**config.mk**
```make
export PLATFORM = sky130hd
export DESIGN_NAME = mul_share_arbiter_flat
export DESIGN_NICKNAME = d
export VERILOG_FILES = /design/src/rtl/mul_share_pkg.sv /design/src/rtl/mul_share_if.sv /design/src/rtl/mul_share_arbiter_rr.sv /design/src/rtl/mul_share_arbiter.sv /design/src/flat_wrapper.sv
export SDC_FILE = /design/constraint.sdc
export NUM_CORES = 1
export LEC_CHECK = 0
export ABC_CLOCK_PERIOD_IN_PS = 6100
export CORE_MARGIN = 3
export CORE_UTILIZATION = 30
export CTS_BUF_LIST = sky130_fd_sc_hd__clkbuf_16
export DETAILED_ROUTE_END_ITERATION = 10
export PLACE_DENSITY = 0.57
export SKIP_CTS_REPAIR_TIMING = 1
export SLEW_MARGIN = 20
export SYNTH_ARGS = -nofsm -noshare
export SYNTH_HDL_FRONTEND = slang
export SYNTH_SLANG_ARGS = --single-unit
```
**constraint.sdc**
```tcl
create_clock -name clk -period 6.1 [get_ports clk]
set_input_delay 1.525 -clock clk [delete_from_list [all_inputs] [get_ports clk]]
set_output_delay 1.525 -clock clk [all_outputs]
set_load 0.1 [all_outputs]
```
**src/rtl/mul_share_pkg.sv**
```systemverilog
// mul_share_arbiter shared types and constants.
// Operand/product widths, default latency and the result FIFO entry.
package mul_share_pkg;

  localparam int MUL_W        = 16;
  localparam int PROD_W       = 32;
  localparam int MULT_LAT_DEF = 4;
  localparam int NREQ_DEF     = 4;
  localparam int ID_W         = $clog2(NREQ_DEF);

  typedef struct packed {
    logic [ID_W-1:0]   id;
    logic [PROD_W-1:0] product;
  } resp_entry_t;

endpackage

```
**src/rtl/mul_share_if.sv**
```systemverilog
// Requester, multiplier and response bundle of mul_share_arbiter.
// slave is the arbiter side, master the environment side.
interface mul_share_if
  import mul_share_pkg::*;
#(
  parameter int NREQ = 4,
  parameter int IDW  = 2,
  parameter int CW   = 4
);

  logic [NREQ-1:0]       req_valid;
  logic [NREQ-1:0]       req_ready;
  logic [NREQ*MUL_W-1:0] req_a;
  logic [NREQ*MUL_W-1:0] req_b;
  logic [MUL_W-1:0]      mul_a;
  logic [MUL_W-1:0]      mul_b;
  logic [PROD_W-1:0]     mul_product;
  logic                  resp_valid;
  logic                  resp_ready;
  logic [IDW-1:0]        resp_id;
  logic [PROD_W-1:0]     resp_product;
  logic [CW-1:0]         inflight;

  modport slave (
    input  req_valid, req_a, req_b,
    input  mul_product, resp_ready,
    output req_ready, mul_a, mul_b,
    output resp_valid, resp_id,
    output resp_product, inflight
  );

  modport master (
    output req_valid, req_a, req_b,
    output mul_product, resp_ready,
    input  req_ready, mul_a, mul_b,
    input  resp_valid, resp_id,
    input  resp_product, inflight
  );

endinterface

```
**src/rtl/mul_share_arbiter_rr.sv**
```systemverilog
// Round-robin arbiter: search starts one past the last winner.
// The pointer moves only when the grant is actually used.
module rr_arbiter #(
  parameter int NREQ = 4,
  parameter int IDW  = $clog2(NREQ)
) (
  input  logic            clk,
  input  logic            rst_n,
  input  logic [NREQ-1:0] req,
  input  logic            advance,
  output logic [NREQ-1:0] grant,
  output logic [IDW-1:0]  grant_idx
);

  logic [IDW-1:0] rr_ptr;

  // Walk from farthest to nearest so the nearest requester wins.
  always_comb begin
    grant     = '0;
    grant_idx = '0;
    for (int k = NREQ; k >= 1; k--) begin
      if (req[(int'(rr_ptr) + k) % NREQ]) begin
        grant = '0;
        grant[(int'(rr_ptr) + k) % NREQ] = 1'b1;
        grant_idx = IDW'((int'(rr_ptr) + k) % NREQ);
      end
    end
  end

  // Remember the last winner; reset value gives requester 0 priority.
  always_ff @(posedge clk or negedge rst_n) begin
    if (!rst_n)
      rr_ptr <= IDW'(NREQ - 1);
    else if (advance)
      rr_ptr <= grant_idx;
  end

endmodule

```
**src/rtl/mul_share_arbiter.sv**
```systemverilog
// Shares one fixed-latency multiplier between NREQ requesters.
// Credits cover tags in flight plus FIFO entries so nothing overflows.
module mul_share_arbiter
  import mul_share_pkg::*;
#(
  parameter int NREQ       = NREQ_DEF,
  parameter int IDW        = ID_W,
  parameter int MULT_LAT   = MULT_LAT_DEF,
  parameter int FIFO_DEPTH = 8
) (
  input  logic        clk,
  input  logic        rst_n,
  mul_share_if.slave  bus
);

  localparam int CW = $clog2(FIFO_DEPTH) + 1;
  localparam int PW = $clog2(FIFO_DEPTH);

  logic             issue;
  logic             push;
  logic             pop;
  logic [NREQ-1:0]  grant;
  logic [IDW-1:0]   gidx;
  logic [CW-1:0]    inflight;
  logic [CW-1:0]    count;
  logic [PW-1:0]    wr_ptr;
  logic [PW-1:0]    rd_ptr;
  logic [MUL_W-1:0] a_arr [NREQ];
  logic [MUL_W-1:0] b_arr [NREQ];

  logic [MULT_LAT-1:0] tag_v;
  logic [IDW-1:0]      tag_id [MULT_LAT];

  resp_entry_t mem [FIFO_DEPTH];
  resp_entry_t head;

  for (genvar i = 0; i < NREQ; i++) begin : g_unpack
    assign a_arr[i] = bus.req_a[i*MUL_W +: MUL_W];
    assign b_arr[i] = bus.req_b[i*MUL_W +: MUL_W];
  end

  assign issue = rst_n && (|bus.req_valid) &&
                 (inflight < CW'(FIFO_DEPTH));

  rr_arbiter #(
    .NREQ (NREQ),
    .IDW  (IDW)
  ) u_arb (
    .clk       (clk),
    .rst_n     (rst_n),
    .req       (bus.req_valid),
    .advance   (issue),
    .grant     (grant),
    .grant_idx (gidx)
  );

  assign bus.req_ready = issue ? grant : '0;
  assign bus.mul_a     = issue ? a_arr[gidx] : '0;
  assign bus.mul_b     = issue ? b_arr[gidx] : '0;

  assign push = tag_v[MULT_LAT-1];
  assign pop  = bus.resp_valid && bus.resp_ready;
  assign head = mem[rd_ptr];

  assign bus.resp_valid   = (count != '0);
  assign bus.resp_id      = bus.resp_valid ? IDW'(head.id) : '0;
  assign bus.resp_product = bus.resp_valid ? head.product : '0;
  assign bus.inflight     = inflight;

  // Tag shift register tracks which requester owns each product.
  always_ff @(posedge clk or negedge rst_n) begin
    if (!rst_n) begin
      tag_v <= '0;
      for (int i = 0; i < MULT_LAT; i++)
        tag_id[i] <= '0;
    end else begin
      tag_v     <= {tag_v[MULT_LAT-2:0], issue};
      tag_id[0] <= gidx;
      for (int i = 1; i < MULT_LAT; i++)
        tag_id[i] <= tag_id[i-1];
    end
  end

  // Result storage; validity is tracked by the pointers alone.
  always_ff @(posedge clk) begin
    if (push)
      mem[wr_ptr] <= '{id: ID_W'(tag_id[MULT_LAT-1]),
                       product: bus.mul_product};
  end

  // FIFO pointers and occupancy.
  always_ff @(posedge clk or negedge rst_n) begin
    if (!rst_n) begin
      wr_ptr <= '0;
      rd_ptr <= '0;
      count  <= '0;
    end else begin
      if (push)
        wr_ptr <= wr_ptr + 1'b1;
      if (pop)
        rd_ptr <= rd_ptr + 1'b1;
      unique case ({push, pop})
        2'b10:   count <= count + 1'b1;
        2'b01:   count <= count - 1'b1;
        default: count <= count;
      endcase
    end
  end

  // Credit counter: issued but not yet popped.
  always_ff @(posedge clk or negedge rst_n) begin
    if (!rst_n)
      inflight <= '0;
    else
      unique case ({issue, pop})
        2'b10:   inflight <= inflight + 1'b1;
        2'b01:   inflight <= inflight - 1'b1;
        default: inflight <= inflight;
      endcase
  end

endmodule

```
**src/flat_wrapper.sv**
```systemverilog
// flat-port wrapper written by rule: the top's interface ports become plain ports
module mul_share_arbiter_flat import mul_share_pkg::*;
#(
  parameter int NREQ       = NREQ_DEF,
  parameter int IDW        = ID_W,
  parameter int MULT_LAT   = MULT_LAT_DEF,
  parameter int FIFO_DEPTH = 8
)
  (clk, rst_n, bus_req_valid, bus_req_a, bus_req_b, bus_mul_product, bus_resp_ready, bus_req_ready, bus_mul_a, bus_mul_b, bus_resp_valid, bus_resp_id, bus_resp_product, bus_inflight);
  mul_share_if #(.NREQ(NREQ), .IDW(IDW), .CW(4)) bus_i ();
  input  logic clk;
  input  logic rst_n;
  input wire logic [$bits(bus_i.req_valid)-1:0] bus_req_valid;
  input wire logic [$bits(bus_i.req_a)-1:0] bus_req_a;
  input wire logic [$bits(bus_i.req_b)-1:0] bus_req_b;
  input wire logic [$bits(bus_i.mul_product)-1:0] bus_mul_product;
  input wire logic [$bits(bus_i.resp_ready)-1:0] bus_resp_ready;
  output wire logic [$bits(bus_i.req_ready)-1:0] bus_req_ready;
  output wire logic [$bits(bus_i.mul_a)-1:0] bus_mul_a;
  output wire logic [$bits(bus_i.mul_b)-1:0] bus_mul_b;
  output wire logic [$bits(bus_i.resp_valid)-1:0] bus_resp_valid;
  output wire logic [$bits(bus_i.resp_id)-1:0] bus_resp_id;
  output wire logic [$bits(bus_i.resp_product)-1:0] bus_resp_product;
  output wire logic [$bits(bus_i.inflight)-1:0] bus_inflight;
  assign bus_i.req_valid = bus_req_valid;
  assign bus_i.req_a = bus_req_a;
  assign bus_i.req_b = bus_req_b;
  assign bus_i.mul_product = bus_mul_product;
  assign bus_i.resp_ready = bus_resp_ready;
  assign bus_req_ready = bus_i.req_ready;
  assign bus_mul_a = bus_i.mul_a;
  assign bus_mul_b = bus_i.mul_b;
  assign bus_resp_valid = bus_i.resp_valid;
  assign bus_resp_id = bus_i.resp_id;
  assign bus_resp_product = bus_i.resp_product;
  assign bus_inflight = bus_i.inflight;
  mul_share_arbiter #(.NREQ(NREQ), .IDW(IDW), .MULT_LAT(MULT_LAT), .FIFO_DEPTH(FIFO_DEPTH)) u_core (.clk(clk), .rst_n(rst_n), .bus(bus_i));
endmodule
```
; After elaboration in Yosys (flattened, before gate mapping)
; Memory sizes are Yosys's and may differ from the RTL's.
; Index checks and enable logic that the tools add are counted.
[classes]
addsub = 10
magnitude_cmp = 10
eq_ne = 4
n_mux = 43
n_bitwise = 5
n_reduce_logical = 15
[op_table]
columns = operator, n
row1 = 16-bit 2-to-1 mux, 6
row2 = 16-bit binary-select mux with 2-bit select, 2
row3 = 32-bit 2-to-1 mux, 1
row4 = 4-bit 2-to-1 mux, 5
row5 = 3-bit by 4-bit less-than comparator with 1-bit output (second input constant), 4
row6 = 4-bit one-hot mux with 2 select lines, 2
row7 = 1-bit 2-to-1 mux, 14
row8 = 3-bit by 1-bit greater-or-equal comparator with 1-bit output (second input constant), 4
row9 = 2-bit 2-to-1 mux, 5
row10 = 4-bit by 1-bit adder with 4-bit output (second input constant), 2
row11 = 1-bit binary-select mux with 2-bit select, 4
row12 = 1-bit demux with 2-bit select, 4
row13 = 2-bit OR reduction, 4
row14 = 4-bit by 1-bit subtractor with 4-bit output (second input constant), 2
row15 = 1-bit logical AND, 7
row16 = 3-bit by 1-bit adder with 3-bit output (second input constant), 2
row17 = 2-bit by 1-bit adder with 2-bit output (second input constant), 2
row18 = 2-bit adder (second input constant), 2
row19 = 1-bit AND (first input constant), 4
row20 = 2-bit by 1-bit equality test with 1-bit output (second input constant), 2
row21 = 2-bit equality test (second input constant), 2
row22 = 4-bit less-than comparator (second input constant), 1
row23 = 2-bit nonzero test, 2
row24 = 4-bit nonzero test, 1
row25 = other kinds (3), 3
[word_totals]
reg_bits = 28
mem_bits_rw = 272
inputBits = 167
output_inout_bits = 75
wordCells = 98
n_memories = 1
[memory_table]
columns = name, words, width, rd, rd_ports_with_merged_regs, write_ports, line
row1 = u_core.mem, 8, 34, 1, 0, 1, mul_share_arbiter.sv:34  ; resp_entry_t mem [FIFO_DEPTH];

; Longest topological paths before layout
[depth]
depth_word = 15
ltp_mapped = 15
ltp_nobuf = 10

; By module
; From an unflattened synthesis, not the netlist that was laid out.
[hier_totals]
cells_unflattened = 677
area_unflattened_um2 = 13043.8
[by_module_without_submodules]
columns = module, instances, cells_each, area_per_inst_um2, seq_area_each_um2
row1 = mul_share_arbiter, 1, 601, 12430.7, 8818.5
row2 = rr_arbiter, 1, 76, 613.1, 52.6

; Least setup slack after synthesis
; Ideal clock, no wire load.
[synth_path]
path_kind = register to output
startpoint = register u_core.u_arb.rr_ptr[0]
endpoint = output bus_mul_a[15]
arrival_ns = 5.408
required_ns = 4.575
path_slack_ns = -0.833
stages_incl_launch_ff = 14
path_buffers = 6
path_cell_list = dfstp_2 buf_6 buf_4 clkbuf_1 inv_1 ha_1 clkbuf_1 a221oi_1 a311oi_1 or3_1 clkbuf_1 or2_2 clkbuf_1 o32ai_1
[synth_between]
elab_chain_len = 13
elab_cells_between_ends = 25
classes_between = add/sub (4) / mux (20) / bitwise (1)
[synth_lines]
columns = item, line
row1 = from (decl), mul_share_arbiter_rr.sv:15  ; logic [IDW-1:0] rr_ptr;
row2 = from (signal assigned), mul_share_arbiter_rr.sv:33  ; rr_ptr <= IDW'(NREQ - 1);
row3 = from (signal assigned), mul_share_arbiter_rr.sv:35  ; rr_ptr <= grant_idx;
row4 = 2-bit by 1-bit adder with 2-bit output, "mul_share_arbiter_rr.sv:22, mul_share_arbiter_rr.sv:25"
row5 = 1-bit binary-select mux with 2-bit select, mul_share_arbiter_rr.sv:22  ; if (req[(int'(rr_ptr) + k) % NREQ]) begin
row6 = 1-bit 2-to-1 mux (implied by the code) (2 in a row), mul_share_arbiter_rr.sv:22
row7 = 2-bit 2-to-1 mux (3 in a row), mul_share_arbiter_rr.sv:22
row8 = 2-bit 2-to-1 mux *, mul_share_arbiter_rr.sv:22
row9 = 2-bit inverter with 3-bit output (implied by the code) *, mul_share_arbiter.sv:58  ; assign bus.mul_a = issue ? a_arr[gidx] : '0;
row10 = 16-bit binary-select mux with 2-bit select *, mul_share_arbiter.sv:58
row11 = 16-bit 2-to-1 mux (implied by the code) * (2 in a row), mul_share_arbiter.sv:58
row12 = 16-bit 2-to-1 mux *, mul_share_arbiter.sv:58
row13 = to (decl), flat_wrapper.sv:19  ; output wire logic [$bits(bus_i.mul_a)-1:0] bus_mul_a;
; Every way passes the cells marked *; elsewhere a longest branch is shown, timed or not. The select of a mux whose other input is x is not followed.

; Final worst setup path
[layout_path]
startpoint = input bus_req_valid[3]
endpoint = output bus_mul_b[2]
[layout_between]
elab_chain_len = 12
elab_cells_between_ends = 24
classes_between = mux (20) / bitwise (1) / reduce/logical (3)
[layout_lines]
columns = item, line
row1 = from (decl), flat_wrapper.sv:13  ; input wire logic [$bits(bus_i.req_valid)-1:0] bus_req_valid;
row2 = 1-bit binary-select mux with 2-bit select, mul_share_arbiter_rr.sv:22
row3 = 1-bit 2-to-1 mux (implied by the code) (2 in a row), mul_share_arbiter_rr.sv:22
row4 = 2-bit 2-to-1 mux (4 in a row), mul_share_arbiter_rr.sv:22
row5 = 2-bit inverter with 3-bit output (implied by the code), mul_share_arbiter.sv:59  ; assign bus.mul_b = issue ? b_arr[gidx] : '0;
row6 = 16-bit binary-select mux with 2-bit select, mul_share_arbiter.sv:59
row7 = 16-bit 2-to-1 mux (implied by the code) (2 in a row), mul_share_arbiter.sv:59
row8 = 16-bit 2-to-1 mux *, mul_share_arbiter.sv:59
row9 = to (decl), flat_wrapper.sv:20  ; output wire logic [$bits(bus_i.mul_b)-1:0] bus_mul_b;
; Marks and branches as above.

==> out/metrics.csv <==
metric,value,unit
CP startpoint kind,input port,
synth-to-layout area growth,34.5,%
Inst Count DP,1560,
final hold vios,0,
CTS tree,done,
"Slew Viols, Final",0,
final non-filler cell total,1620,
status,"complete, no violations",
"Seq/Total Area, Yosys",0.670,
vias in the first global route,8740,
met1 WL,12700,µm
WS Path Type,in -> out,
register clock-pin slew on the reported worst setup and hold paths,0.06,ns
Mapped Avg Cell Area,17.4,µm²
Initial DRT Pass Iterations,4,
Synth area leader,edfxtp_1,
Die W,216,µm
num ports,242,
Worst Skew,0.0135,ns
WL met3,2760,µm
DP Wirelength,21000,µm
first-pass GRT wire length,51100,µm
Top Layer Used,met5,
top cell type's share of synthesized area,0.617,
clk sink count,300,
slew margin rel.,0.242,
Port Buf Inserts,241,
nets@finish,1191,
syn nets,946,
worst reg-to-reg path cell count,11,
Synth Instances,763,
root buf cell,clkbuf_16,
H-tree levels,1,
initial antenna violation count,2,
Num CTS Buffers,31,
Hold Path Class,reg -> reg,
initial DRC count,495,
Post-DP Area,16800,µm²
ratio of cells with drive above 1 in the final layout,0.217,
vias per cell,4.87,
Hold Crit Start,u_core.tag_v[0],
drt total wl,33600,µm
maxcap violations,0,
GRT Overall Usage,0.141,
DRC,0,
Netlist cell types,41,
final worst path period share,0.961,
largest net degree at the start of global routing,56,
Worst Setup SP,bus_req_valid[3],
Fill cells,3975,
Worst EP arrival,4.34,ns
core area,43400,µm²
Cell Rows,76,
maximum root-to-sink buffer count,3,
Final Setup Violations,0,
Synth warnings,0,
minimum clock period,5.86,ns
initial core utilization,0.305,
Post-Layout Inst Area,17800,µm²
GRT overflow,0,
Post-synth EDFFs,272,
CP required,4.58,ns
top_reg_cell synth,edfxtp_1,
synthesis-stage register bit count,300,
die area,46700,µm²
Setup crit end kind,output pin,
crit path max fanout,28,
worst r2r src,u_core.count[1],
ys async rst share,0.0933,
gpl congestion,0.835,
Worst-Skew Late Latency,0.55,ns
setup TNS,0,ns
hold path depth,0,
RSZ-0062 raised after global routing,no,
Synth Cell Area,13200,µm²
fmax,171,MHz
Area contributors post-synth,"edfxtp_1 62%, mux4_2 14%, dfrtp_1 4.9%",
WL met2,17000,µm
via count,7897,
Die Y,216,µm
worst slew pin tran,1.13,ns
drt wl/cell,20.7,µm
"antenna viol nets, final",0,
## cell type report
| class | count | area, µm² | share of cell area |
|---|---|---|---|
| clock inverters | 27 | 223 | 0.0125 |
| diodes | 2 | 5.00 | 0.000281 |
| well taps | 585 | 732 | 0.0411 |
| multi-input cells | 400 | 4190 | 0.235 |
| flip-flops and latches | 300 | 8880 | 0.498 |
| inverters | 9 | 33.8 | 0.00190 |
| repair buffers | 266 | 2980 | 0.167 |
| clock buffers | 31 | 776 | 0.0435 |
## routing by layer
metal | global-route usage | up-vias
met1 | 0.165 | 3957
met5 | 0 | -
met3 | 0.0358 | 56
li1 | - | 3567
met4 | 0.0527 | 2
met2 | 0.251 | 315
## cell usage in the layout (no fill, tap or decap), drive strengths merged, types with 4 or more instances in the layout
cell / instances
inv: 12
dfrtp: 26
nand2: 29
and2: 13
o32ai: 20
o22ai: 21
mux2: 5
mux4: 84
xor2: 9
mux2i: 58
xnor2: 5
nor2: 75
nand2b: 5
a221oi: 5
buf: 62
nand3: 5
a21oi: 5
nor4: 4
ha: 16
clkinv: 20
edfxtp: 272
o31ai: 25
clkdlybuf4s50: 204
clkbuf: 31
## cells by family (layout without fill, tap and decap cells)
logic type / count (synthesis) / after routing / synth area share
compound gates: 85 / 85 / 0.0473
fa+ha+maj: 16 / 16 / 0.0151
xor+xnor: 14 / 14 / 0.00926
other cells: 0 / 2 / 0
flops: 300 / 300 / 0.670
simple gates: 138 / 138 / 0.0456
buf+inv: 63 / 333 / 0.0218
mux: 147 / 147 / 0.191
## critical path: stages
cell,delay [ns]
clkdlybuf4s50_1,0.67
mux4_2,0.40
clkinv_1,0.20
a21oi_4,0.17
o22a_2,0.19
buf_12,0.22
mux4_1,0.56
and2_1,0.20
buf_12,0.17
## flip-flops by register name (all words and copies together), names as in the netlist
signal / flops
u_core.bus.inflight: 4
u_core.count: 4
u_core.mem: 272
u_core.rd_ptr: 3
u_core.tag_id: 8
u_core.tag_v: 4
u_core.u_arb.rr_ptr: 2
u_core.wr_ptr: 3
## Yosys cell counts, types with 8 or more instances
cell type / number
inv_1: 8
o31ai_1: 25
nand2_1: 29
buf_1: 10
mux4_2: 83
o32ai_1: 20
ha_1: 16
dfrtp_1: 26
o22ai_1: 21
clkbuf_1: 32
xor2_1: 9
edfxtp_1: 272
nor2_1: 74
and2_1: 13
mux2i_1: 58
## final timing paths
check                           slack, ns               end
worst max register to register       3.05   u_core.count[2]
worst max-delay path                 0.24      bus_mul_b[2]
worst min-delay path                 0.34   u_core.tag_v[1]
worst min register to register       0.34   u_core.tag_v[1]
max in group asynchronous            4.75  u_core.rd_ptr[1]
min in group asynchronous            1.03   u_core.tag_v[1]
## stage by stage
stage | util | hold WS [ns] | worst slack [ns]
after floorplan | - | 0.331 | -0.833
after CTS | 0.411 | 0.346 | 0.241
after detailed placement | 0.388 | 0.335 | 0.250
after global placement | 0.388 | 0.332 | 0.276
after global routing | 0.411 | 0.352 | 0.0980
final | 0.411 | 0.344 | 0.238
Power is left out: the tool's default activity adds up to more than one toggle a clock period on the data nets, which glitch-free logic cannot reach.
